--- src/rtl/simple_bram_ctrl_core.sv ---
// simple_bram_ctrl_core
//   Single-port BRAM sequencer. On i_run it writes N words (data = address)
//   to addresses 0..N-1, then reads the same N words back in order and
//   streams them out with a valid strobe. Drives port A of a single-clock
//   BRAM with one cycle of read latency.
//
// Ports
//   clk         clock, rising edge
//   reset_n     asynchronous reset, active HIGH (legacy name)
//   i_run       start pulse, sampled only in IDLE
//   i_num_cnt   word count N, latched when i_run is accepted
//   o_idle/o_write/o_read/o_done   state decodes (o_done is a one-cycle pulse)
//   addr0/ce0/we0/d0               BRAM port A request
//   q0                             BRAM port A read data (1 cycle after request)
//   o_valid/o_mem_data             read-back stream
module simple_bram_ctrl_core #(
   parameter int DWIDTH   = 16,
   parameter int AWIDTH   = 7,
   parameter int MEM_SIZE = 128
) (
   input  logic              clk,
   input  logic              reset_n,
   input  logic              i_run,
   input  logic [AWIDTH-1:0] i_num_cnt,
   output logic              o_idle,
   output logic              o_write,
   output logic              o_read,
   output logic              o_done,
   output logic [AWIDTH-1:0] addr0,
   output logic              ce0,
   output logic              we0,
   input  logic [DWIDTH-1:0] q0,
   output logic [DWIDTH-1:0] d0,
   output logic              o_valid,
   output logic [DWIDTH-1:0] o_mem_data
);

   typedef enum logic [1:0] {
      IDLE  = 2'd0,
      WRITE = 2'd1,
      READ  = 2'd2,
      DONE  = 2'd3
   } state_t;

   localparam logic [AWIDTH-1:0] ONE       = AWIDTH'(1);
   // Last addressable word; acts as a hard stop so the counter never wraps.
   localparam logic [AWIDTH-1:0] LAST_ADDR = AWIDTH'(MEM_SIZE - 1);

   state_t            state, state_nxt;
   logic [AWIDTH-1:0] cnt, cnt_nxt;
   logic [AWIDTH-1:0] num, num_nxt;
   logic              last;

   always_ff @(posedge clk or posedge reset_n) begin
      if (reset_n) begin
         state   <= IDLE;
         cnt     <= '0;
         num     <= '0;
         o_valid <= 1'b0;
      end else begin
         state   <= state_nxt;
         cnt     <= cnt_nxt;
         num     <= num_nxt;
         // Read data returns one cycle after the request, so valid is
         // simply the READ state delayed by one register.
         o_valid <= (state == READ);
      end
   end

   assign last = (cnt == (num - ONE)) || (cnt == LAST_ADDR);

   always_comb begin
      state_nxt = state;
      cnt_nxt   = cnt;
      num_nxt   = num;
      unique case (state)
         IDLE: begin
            if (i_run) begin
               num_nxt   = i_num_cnt;
               cnt_nxt   = '0;
               state_nxt = (i_num_cnt != '0) ? WRITE : DONE;
            end
         end
         WRITE: begin
            if (last) begin
               cnt_nxt   = '0;
               state_nxt = READ;
            end else begin
               cnt_nxt = cnt + ONE;
            end
         end
         READ: begin
            if (last) begin
               cnt_nxt   = '0;
               state_nxt = DONE;
            end else begin
               cnt_nxt = cnt + ONE;
            end
         end
         DONE: begin
            state_nxt = IDLE;
         end
         default: begin
            state_nxt = IDLE;
         end
      endcase
   end

   always_comb begin
      o_idle  = (state == IDLE);
      o_write = (state == WRITE);
      o_read  = (state == READ);
      o_done  = (state == DONE);
      ce0     = o_write || o_read;
      we0     = o_write;
      addr0   = ce0 ? cnt : '0;
      d0      = o_write ? DWIDTH'(cnt) : '0;
   end

   assign o_mem_data = q0;

endmodule

--- config.mk ---
export PLATFORM = sky130hd
export DESIGN_NAME = simple_bram_ctrl_core
export DESIGN_NICKNAME = d
export VERILOG_FILES = /design/src/rtl/simple_bram_ctrl_core.sv
export SDC_FILE = /design/constraint.sdc
export NUM_CORES = 1
export LEC_CHECK = 0
export ABC_AREA = 1
export ABC_CLOCK_PERIOD_IN_PS = 1500
export BUFFER_PORTS_ARGS = -buffer_cell sky130_fd_sc_hd__buf_4
export CORE_ASPECT_RATIO = 0.8
export CORE_MARGIN = 2
export CORE_UTILIZATION = 42
export DETAILED_ROUTE_END_ITERATION = 7
export PLACE_DENSITY = 0.77
export REMOVE_ABC_BUFFERS = 1
export SLEW_MARGIN = 20
export SYNTH_ARGS = -nofsm -noshare
export SYNTH_HDL_FRONTEND = slang
export SYNTH_SLANG_ARGS = --single-unit
--- constraint.sdc ---
create_clock -name clk -period 1.5 [get_ports clk]
set_input_delay 0.3 -clock clk [delete_from_list [all_inputs] [get_ports clk]]
set_output_delay 0.3 -clock clk [all_outputs]
set_load 0.1 [all_outputs]
==> key figures, run 1 <==
Cells and area
  – Commonest non-fill, non-tap cell in the layout: nand2_1
  – Ant diodes: 0
  – Most frequent cells in the layout: 61 x nand2_1, 30 x buf_4, 20 x inv_2
  – Nets: 284
  – Share of layout cells above drive strength 1: 44.2%
  – P&R area growth vs syn: 43.3%
  – Fill count: 308

Die
  – Die area: 4040 um^2
  – Die width: 70.6 um
  – # IOs: 72
  – Die Span Y: 57.3 um
  – Core footprint: 3420 um^2
  – Initial Utilization: 43.5%
  – Rows: 19

Detailed routing
  – Routed vias/inst: 4.60
  – Wire per inst: 12.5 um
  – Iter 0 DRT Violations: 46
  – Vias: 1348
  – Final wirelength: 3670 um
  – Drt drc: 0
  – DRT antenna net count: 0
  – Drt pass-1 iters: 4

Synthesis
  – Number of synthesized flops with an enable pin: 0
  – Mapped cell area: 1490 um^2
  – Sequential fraction of the synthesis area: 28.5%
  – Netlist cell types: 25
  – #FFs+latches synth: 17
  – Mapped Avg Cell Area: 6.68 um^2
  – Total number of yosys warnings: 0
  – Syn Inst Count: 223
  – Async set or reset register ratio after synthesis: 100%
  – Dominant synthesized flop cell: dfrtp_1

STA
  – Fin. Hold Viols: 0
  – Clk_skew: 0.990 ps
  – Final Max Tran Viols: 0
  – Setup TNS: -4200 ps
  – # setup viols final: 27
  – RSZ-0062 raised after global routing: yes
  – Tmin final: 1730 ps
  – Final hold slack: 55.9 ps
  – Period utilization: 115%
  – PnR worst setup slack: -230 ps
  – Fmax: 0.578 GHz

Clock network
  – CTS Buf Count: 3
  – H-tree levels: 1
  – CTS tree: done
  – Clock slew at reported path FFs: 70 ps
  – CTS Hold Buffers Added: 0
  – Clk root buf: clkbuf_8
  – Clk_lat worst skew: 260 ps
  – CTS Sinks: 17
  – Clock Path Buffers: 2

Global routing
  – Largest net degree at the start of global routing: 18
  – Global-route wire length before repair: 5950 um
  – Total gr overflow: 0
  – Vias in the first global route: 1331
  – All-layer global routing usage: 18.7%
  – Initial antenna violation count: 0

Critical path
  – Worst path slowest cell: dfrtp_1
  – Critical Path RT: 1200 ps
  – Worst-case reg-to-reg path depth: 14
  – Critical path data arrival time: 1430 ps
  – Flop2flop setup slack: -90 ps
  – Worst-path cell chain: inv_2, ha_4, buf_8, nand2_4, inv_4, buf_12
  – Crit path to: addr0[0]
  – Setup CP Type: reg2out
  – RR Endpoint: state[0]$_DFFE_PP0P_
  – CP max FO: 7
  – Worst Setup Start Kind: flip-flop
  – Crit path from: state[0]$_DFFE_PP0P_
  – CP Capture Type: output port
  – Reg-to-reg startpoint: num[0]$_DFFE_PP0P_
  – Largest stage delay on the critical path: 380 ps

Status
  – Status: finished, violations left
  – Violated checks: setup timing

Min path
  – HP Class: in2async

Power and ir drop
  – Worst VDD drop: 1.59 mV
  – Lkg Pwr: 1.18 nW
  – PwrDens: 2580 nW/um^2
  – Tot Pwr: 5.51 mW

Job
  – Max Cap Viol: 0

Place
  – Routability cong.: 0.866
  – I/O Buffers: 30
  – HPWL Detailed: 2450 um
==> stage by stage <==
| stage | instances | area, um^2 | worst slack, ps | utilization [%] |
|---|---|---|---|---|
| floorplan | 196 | 1280 | -1600 | - |
| global placement | 281 | 1660 | -96.1 | 48.4 |
| detailed placement | 281 | 1660 | -166 | 48.4 |
| CTS | 289 | 2040 | -200 | 59.7 |
| global route | 293 | 2140 | -292 | 62.4 |
| finish | 293 | 2140 | -230 | 62.4 |
==> registers in the layout, indices dropped and copies added (netlist names) <==
register and cells:
cnt 7, o_valid 1, state 2, num 7
==> Yosys cell counts (2+ instances only) <==
cell type	n	share of area, %
buf_1	2	0.50
buf_2	3	1.0
buf_4	28	14
clkbuf_1	2	0.50
dfrtp_1	17	29
ha_1	6	5.0
inv_1	35	8.8
inv_2	4	1.0
nand2_1	74	19
nand2_2	4	1.7
nand3_1	9	3.0
nand4_1	3	1.3
nor2_1	8	2.0
nor2_2	3	1.3
o21ai_1	6	2.0
or2_2	3	1.3
xnor2_1	3	1.8
xor2_1	6	3.5
==> worst min path at each step <==
stage | endpoint | from | slack, ps | cells past startpoint
6_report | num[6]$_DFFE_PP0P_ | reset_n | 60 | 3
5_1_grt | num[6]$_DFFE_PP0P_ | reset_n | 70 | 3
4_1_cts | num[3]$_DFFE_PP0P_ | reset_n | 60 | 3
3_5_place_dp | num[6]$_DFFE_PP0P_ | reset_n | 340 | 3
3_3_place_gp | num[6]$_DFFE_PP0P_ | reset_n | 330 | 3
2_1_floorplan | cnt[0]$_DFFE_PP0P_ | reset_n | 230 | 1
==> logic make-up after synthesis <==
family | synth area share [%]
compound gates | 3.19
xor+xnor | 5.29
fa+ha+maj | 5.04
buf+inv | 25.9
flops | 28.5
mux | 0.756
other cells | 0.252
simple gates | 31.0
==> area by class of cell <==
class                      instances  area (um^2)  share of cell area, %
multi-input combinational        140          828                   38.8
timing repair buffer              51          632                   29.6
sequential                        17          425                   19.9
inverter                          39          151                   7.09
tap                               42         52.6                   2.46
clock buffer                       3         41.3                   1.93
clock inverter                     1         5.00                  0.234
==> layer usage <==
metal | GRT usage (%) | part of all wire, %
met1 | 22.4 | 42
met2 | 31.3 | 48
met3 | 9.19 | 8.6
met4 | 2.96 | 1.0
met5 | 0 | 0
==> critical path, delay by kind of cell, from the launching register on <==
| family | cells | cell delay, ps |
|---|---|---|
| buffers and inverters | 4 | 440 |
| DFF | 1 | 380 |
| adders and majority gates | 1 | 280 |
| and+or+nand+nor | 1 | 70 |
==> power by group <==
group          leakage [nW]  total [mW]  internal (mW)  switching (mW)
Sequential            0.218       0.862          0.630           0.233
Combinational         0.940        4.28           1.64            2.65
Clock                0.0255       0.363          0.185           0.178
==> what timing repair did <==
action / CTS / global route
setup buffers: 5 / 5
endpoints found under the setup margin: 29 / 28
gates cloned: 0 / 0
gates resized for setup: 87 / 23
pin swaps: 9 / 22
No activity file was read; power rests on OpenSTA's default activity.
==> inputs of run 2 (changes only) <==
- ABC_CLOCK_PERIOD_IN_PS: 1500 -> 2000
- CORE_UTILIZATION: 42 -> 45
- PLACE_DENSITY: 0.77 -> 0.78
- clock period: 1.5 -> 2 ns (I/O delays scaled with it)
==> run 2 against run 1 <==
  * The flow now finishes without violations
  * Non-clock buffer count fell by 20
  * Sequential cell count did not move
  * Setup slack improved by 250 ps
  * Wire length fell by 15%
  * Global-route usage fell by 1.8 points
  * Clock skew rose by 3.1 ps
  * Register-to-register slack improved by 350 ps
  * Combinational power fell by 46%
  * Clock power fell by 28%
  * Hold slack improved by 190 ps
  * Via count fell by 6.0%
  * First-iteration DRC count fell by 2.2%
  * Critical endpoint is now addr0[4]
  * Largest cell class unchanged
==> key figures, run 2 (same netlist as run 1, synthesis figures left out) <==
Critical path
  – Critical Path RT: 1600 ps
  – Largest stage delay on the critical path: 450 ps
  – Worst-path cell chain: inv_1, ha_2, nand2_1, inv_1, buf_6
  – CP max FO: 10
  – CP dominant cell by count: inv_1
  – Setup CP Type: reg2out
  – Critical path data arrival time: 1580 ps
  – Flop2flop setup slack: 260 ps
  – Worst Setup Start Kind: flip-flop
  – CP Capture Type: output port
  – Worst path slowest cell: ha_2

Die
  – Initial Utilization: 47.6%
  – Die area: 3790 um^2
  – # IOs: 72
  – Die width: 68.3 um
  – Core footprint: 3130 um^2
  – Rows: 18
  – Die Span Y: 55.5 um

Cells and area
  – Commonest non-fill, non-tap cell in the layout: nand2_1
  – P&R area growth vs syn: 10.2%
  – Utilization after layout: 52.5%
  – Share of layout cells above drive strength 1: 22.9%
  – Nets: 264
  – Ant diodes: 0
  – Biggest regs: cnt (7), num (7), state (2)
  – Most frequent cells in the layout: 74 x nand2_1, 35 x inv_1, 23 x buf_4

Power and ir drop
  – Worst VDD drop: 1.47 mV
  – PwrDens: 1950 nW/um^2
  – Lkg Pwr: 1.04 nW

STA
  – Clk_skew: 4.11 ps
  – # setup viols final: 0
  – Final Max Tran Viols: 0
  – Fin. Hold Viols: 0
  – RSZ-0062 raised after global routing: yes
  – Fmax: 0.504 GHz
  – Slew margin rel.: 55.3%
  – Worst slew pin tran: 669 ps
  – Period utilization: 99.1%
  – Setup TNS: 0 ps
  – Tmin final: 1980 ps

Detailed routing
  – Drt pass-1 iters: 4
  – Vias: 1267
  – Wire per inst: 11.5 um
  – Iter 0 DRT Violations: 45
  – DRT antenna net count: 0
  – Drt drc: 0
  – Final wirelength: 3130 um
  – Routed vias/inst: 4.68

Place
  – Routability cong.: 0.796
  – HPWL Detailed: 2420 um
  – I/O Buffers: 30

Status
  – Status: completed

Global routing
  – Total gr overflow: 0
  – Gr busiest metal: met2
  – Largest net degree at the start of global routing: 18
  – Met1 Use GR: 21.0%
  – All-layer global routing usage: 16.9%
  – Global Route met2 Usage: 26.6%
  – Global-route wire length before repair: 4890 um
  – Vias in the first global route: 1111
  – Initial antenna violation count: 0
  – Met3 Track Usage GR: 9.16%

Job
  – Max Cap Viol: 0

Clock network
  – Clock slew at reported path FFs: 70 ps
  – H-tree levels: 1
  – Clock Path Buffers: 2
  – Clk_lat worst skew: 250 ps
  – Postcts setup bufs: 0
  – CTS Sinks: 17
  – # resized after CTS: 2
  – Clk root buf: clkbuf_8
  – CTS Hold Buffers Added: 0
  – CTS Buf Count: 3
  – CTS tree: done

Min path
  – HP Class: in2async
run 2: metrics by stage:
step                std cells  power, mW  worst slack (ps)  hold WS (ps)  area (um^2)
finish                    271       3.20              17.4           245         1640
global route              271       3.43             -62.7           306         1640
CTS                       271       3.19              5.85           271         1610
detailed placement        267       2.91               183           524         1560
global placement          267       2.85               224           511         1560
floorplan                 196       2.49             -1200           326         1280
run 2: worst max-delay path, delay by kind of cell (launching register included):
family | cells | cell delay [ps]
adders and majority gates | 1 | 450
DFF | 1 | 400
buffers and inverters | 3 | 390
and+or+nand+nor | 1 | 90
run 2: report_power, final:
group	internal, mW	total (mW)	leakage [nW]	switching, mW
registers	0.473	0.652	0.218	0.180
logic	0.611	2.29	0.794	1.68
clock network	0.141	0.260	0.0228	0.119
run 2: layout make-up:
class	count	area, um^2
timing repair buffer	31	263
inverter	39	146
fill	325	1490
sequential	17	425
clock buffer	4	45.0
multi-input combinational	140	713
tap	40	50.0
run 2: final timing paths:
kind	cells past startpoint	startpoint	end
setup reg to reg	14	num[0]$_DFFE_PP0P_	cnt[5]$_DFFE_PP0P_
hold reg to reg	2	state[0]$_DFFE_PP0P_	state[0]$_DFFE_PP0P_
max in group asynchronous	2	reset_n	cnt[0]$_DFFE_PP0P_
min in group clk	2	i_num_cnt[6]	num[6]$_DFFE_PP0P_
setup / recovery	5	state[0]$_DFFE_PP0P_	addr0[4]
hold / removal	2	reset_n	o_valid$_DFF_PP0_
run 2: metal layers:
metal,vias to the layer above,share of wire [%]
li1,635,-
met1,567,44
met2,63,46
met3,2,10
met4,0,0.26
met5,-,0
==> inputs of run 3 (changes only) <==
--- a/constraint.sdc
+++ b/constraint.sdc
@@ -3,2 +3,2 @@
 set_output_delay 0.4 -clock clk [all_outputs]
-set_load 0.1 [all_outputs]
+set_load 0.005 [all_outputs]
==> run 3 against run 2 <==
  * Count of clock-buffer cells in the layout did not move
  * Register-to-register slack about the same
  * Utilization down 1.0 points
  * Via count fell by 3.2%
  * Wire length fell by 2.1%
  * Die area did not move
  * Highest routed layer unchanged
  * Setup slack better by 120 ps
  * Fmax rose by 6.6%
  * Global-route usage up 0.82 points
  * Sequential cell count unchanged
==> key figures, run 3 (same netlist as run 1, synthesis figures left out) <==
Cells and area
  – Share of layout cells above drive strength 1: 22.5%
  – Most frequent cells in the layout: 74 x nand2_1, 35 x inv_1, 31 x buf_4
  – Biggest regs: cnt (7), num (7), state (2)
  – Ant diodes: 0
  – Fill count: 319
  – Utilization after layout: 51.4%
  – Nets: 264
  – Commonest non-fill, non-tap cell in the layout: nand2_1
  – P&R area growth vs syn: 8.06%

STA
  – Tmin final: 1860 ps
  – Worst slew pin tran: 643 ps
  – # setup viols final: 0
  – Period utilization: 93.0%
  – Final Max Tran Viols: 0
  – Setup TNS: 0 ps
  – Fmax: 0.538 GHz
  – Slew margin rel.: 57.1%
  – Fin. Hold Viols: 0
  – RSZ-0062 raised after global routing: no
  – Clk_skew: 0.997 ps

Die
  – Core footprint: 3130 um^2
  – Die Span Y: 55.5 um
  – Die width: 68.3 um
  – Rows: 18
  – Initial Utilization: 47.6%
  – Die area: 3790 um^2
  – # IOs: 72

Detailed routing
  – Drt pass-1 iters: 4
  – Iter 0 DRT Violations: 50
  – DRT antenna net count: 0
  – Final wirelength: 3060 um
  – Drt drc: 0
  – Vias: 1227
  – Routed vias/inst: 4.53
  – Wire per inst: 11.3 um

Global routing
  – Largest net degree at the start of global routing: 18
  – Total gr overflow: 0
  – Vias in the first global route: 1125
  – Global-route wire length before repair: 5070 um
  – Initial antenna violation count: 0
  – All-layer global routing usage: 17.7%

Power and ir drop
  – P_int: 1.19 mW
  – Sw frac: 46.3%
  – Tot Pwr: 2.21 mW
  – PwrDens: 1370 nW/um^2
  – Worst VDD drop: 0.811 mV
  – Flop pwr share: 29.1%
  – Clock network power share: 11.9%
  – Gate power share: 58.9%
  – Switching pwr: 1.03 mW
  – Lkg Pwr: 1.03 nW

Place
  – I/O Buffers: 30
  – Routability cong.: 0.807
  – HPWL Detailed: 2360 um

Clock network
  – CTS Sinks: 17
  – CTS Buf Count: 3
  – CTS tree: done
  – Clk root buf: clkbuf_8
  – Clk_lat worst skew: 250 ps
  – Clock slew at reported path FFs: 70 ps
  – Clock Path Buffers: 2
  – H-tree levels: 1

Job
  – Max Cap Viol: 0

Status
  – Status: completed

Critical path
  – CP max FO: 10
  – Critical Path RT: 1600 ps
  – Critical path data arrival time: 1460 ps
  – CP Capture Type: output port
  – Setup CP Type: reg2out
  – Worst Setup Start Kind: flip-flop

Min path
  – HP Class: in2async
-- run 3: per-stage QoR --
stage	worst slack [ps]	hold WS [ps]	cells	instance area [um^2]
after floorplan	457	326	196	1280
after global placement	326	521	267	1560
after detailed placement	308	532	267	1560
after CTS	75.6	259	271	1610
after global routing	15.9	307	271	1610
final	140	232	271	1610
-- run 3: critical path: stages (launching register included) --
cell     delay (ps)
dfrtp_1         410
inv_1            90
ha_2            460
nand2_1          80
inv_1            60
buf_4           100
-- run 3: per-layer routing --
metal	GRT usage (%)	routed length, um	vias to the layer above
met5	0	0	-
met4	3.43	14	0
met3	10.2	324	2
met2	24.7	1260	55
met1	23.9	1460	537
li1	-	-	633
-- run 3: power groups by stage --
stage / sequential [mW] / combinational, mW / clock, mW
after floorplan: 0.611 / 0.912 / 0
after global placement: 0.648 / 1.26 / 0
after detailed placement: 0.651 / 1.29 / 0
after CTS: 0.645 / 1.30 / 0.270
after global routing: 0.669 / 1.49 / 0.295
final: 0.644 / 1.30 / 0.264
-- run 3: path summary, 6_finish.rpt --
| check | to | startpoint | slack (ps) | cells past startpoint |
|---|---|---|---|---|
| worst max register to register | cnt[1]$_DFFE_PP0P_ | num[0]$_DFFE_PP0P_ | 270 | 14 |
| worst min register to register | state[0]$_DFFE_PP0P_ | state[0]$_DFFE_PP0P_ | 540 | 2 |
| min in group clk | num[6]$_DFFE_PP0P_ | i_num_cnt[6] | 390 | 2 |
| worst min-delay path | num[0]$_DFFE_PP0P_ | reset_n | 230 | 2 |
| max in group asynchronous | cnt[5]$_DFFE_PP0P_ | reset_n | 1360 | 2 |
| worst max-delay path | addr0[2] | state[1]$_DFFE_PP0P_ | 140 | 5 |
-- run 3: layout make-up --
| class | count | area [um^2] | area share, % |
|---|---|---|---|
| inverters | 39 | 146 | 9.09 |
| repair buffers | 31 | 233 | 14.5 |
| flip-flops and latches | 17 | 425 | 26.4 |
| well taps | 40 | 50.0 | 3.11 |
| clock buffers | 4 | 45.0 | 2.80 |
| multi-input cells | 140 | 711 | 44.1 |
-- run 3: what timing repair did --
| action | CTS | global route |
|---|---|---|
| buffers inserted | 0 | 0 |
| hold buffers | 0 | 0 |
| resized for setup | 0 | 1 |
| setup endpoints to repair | 0 | 6 |
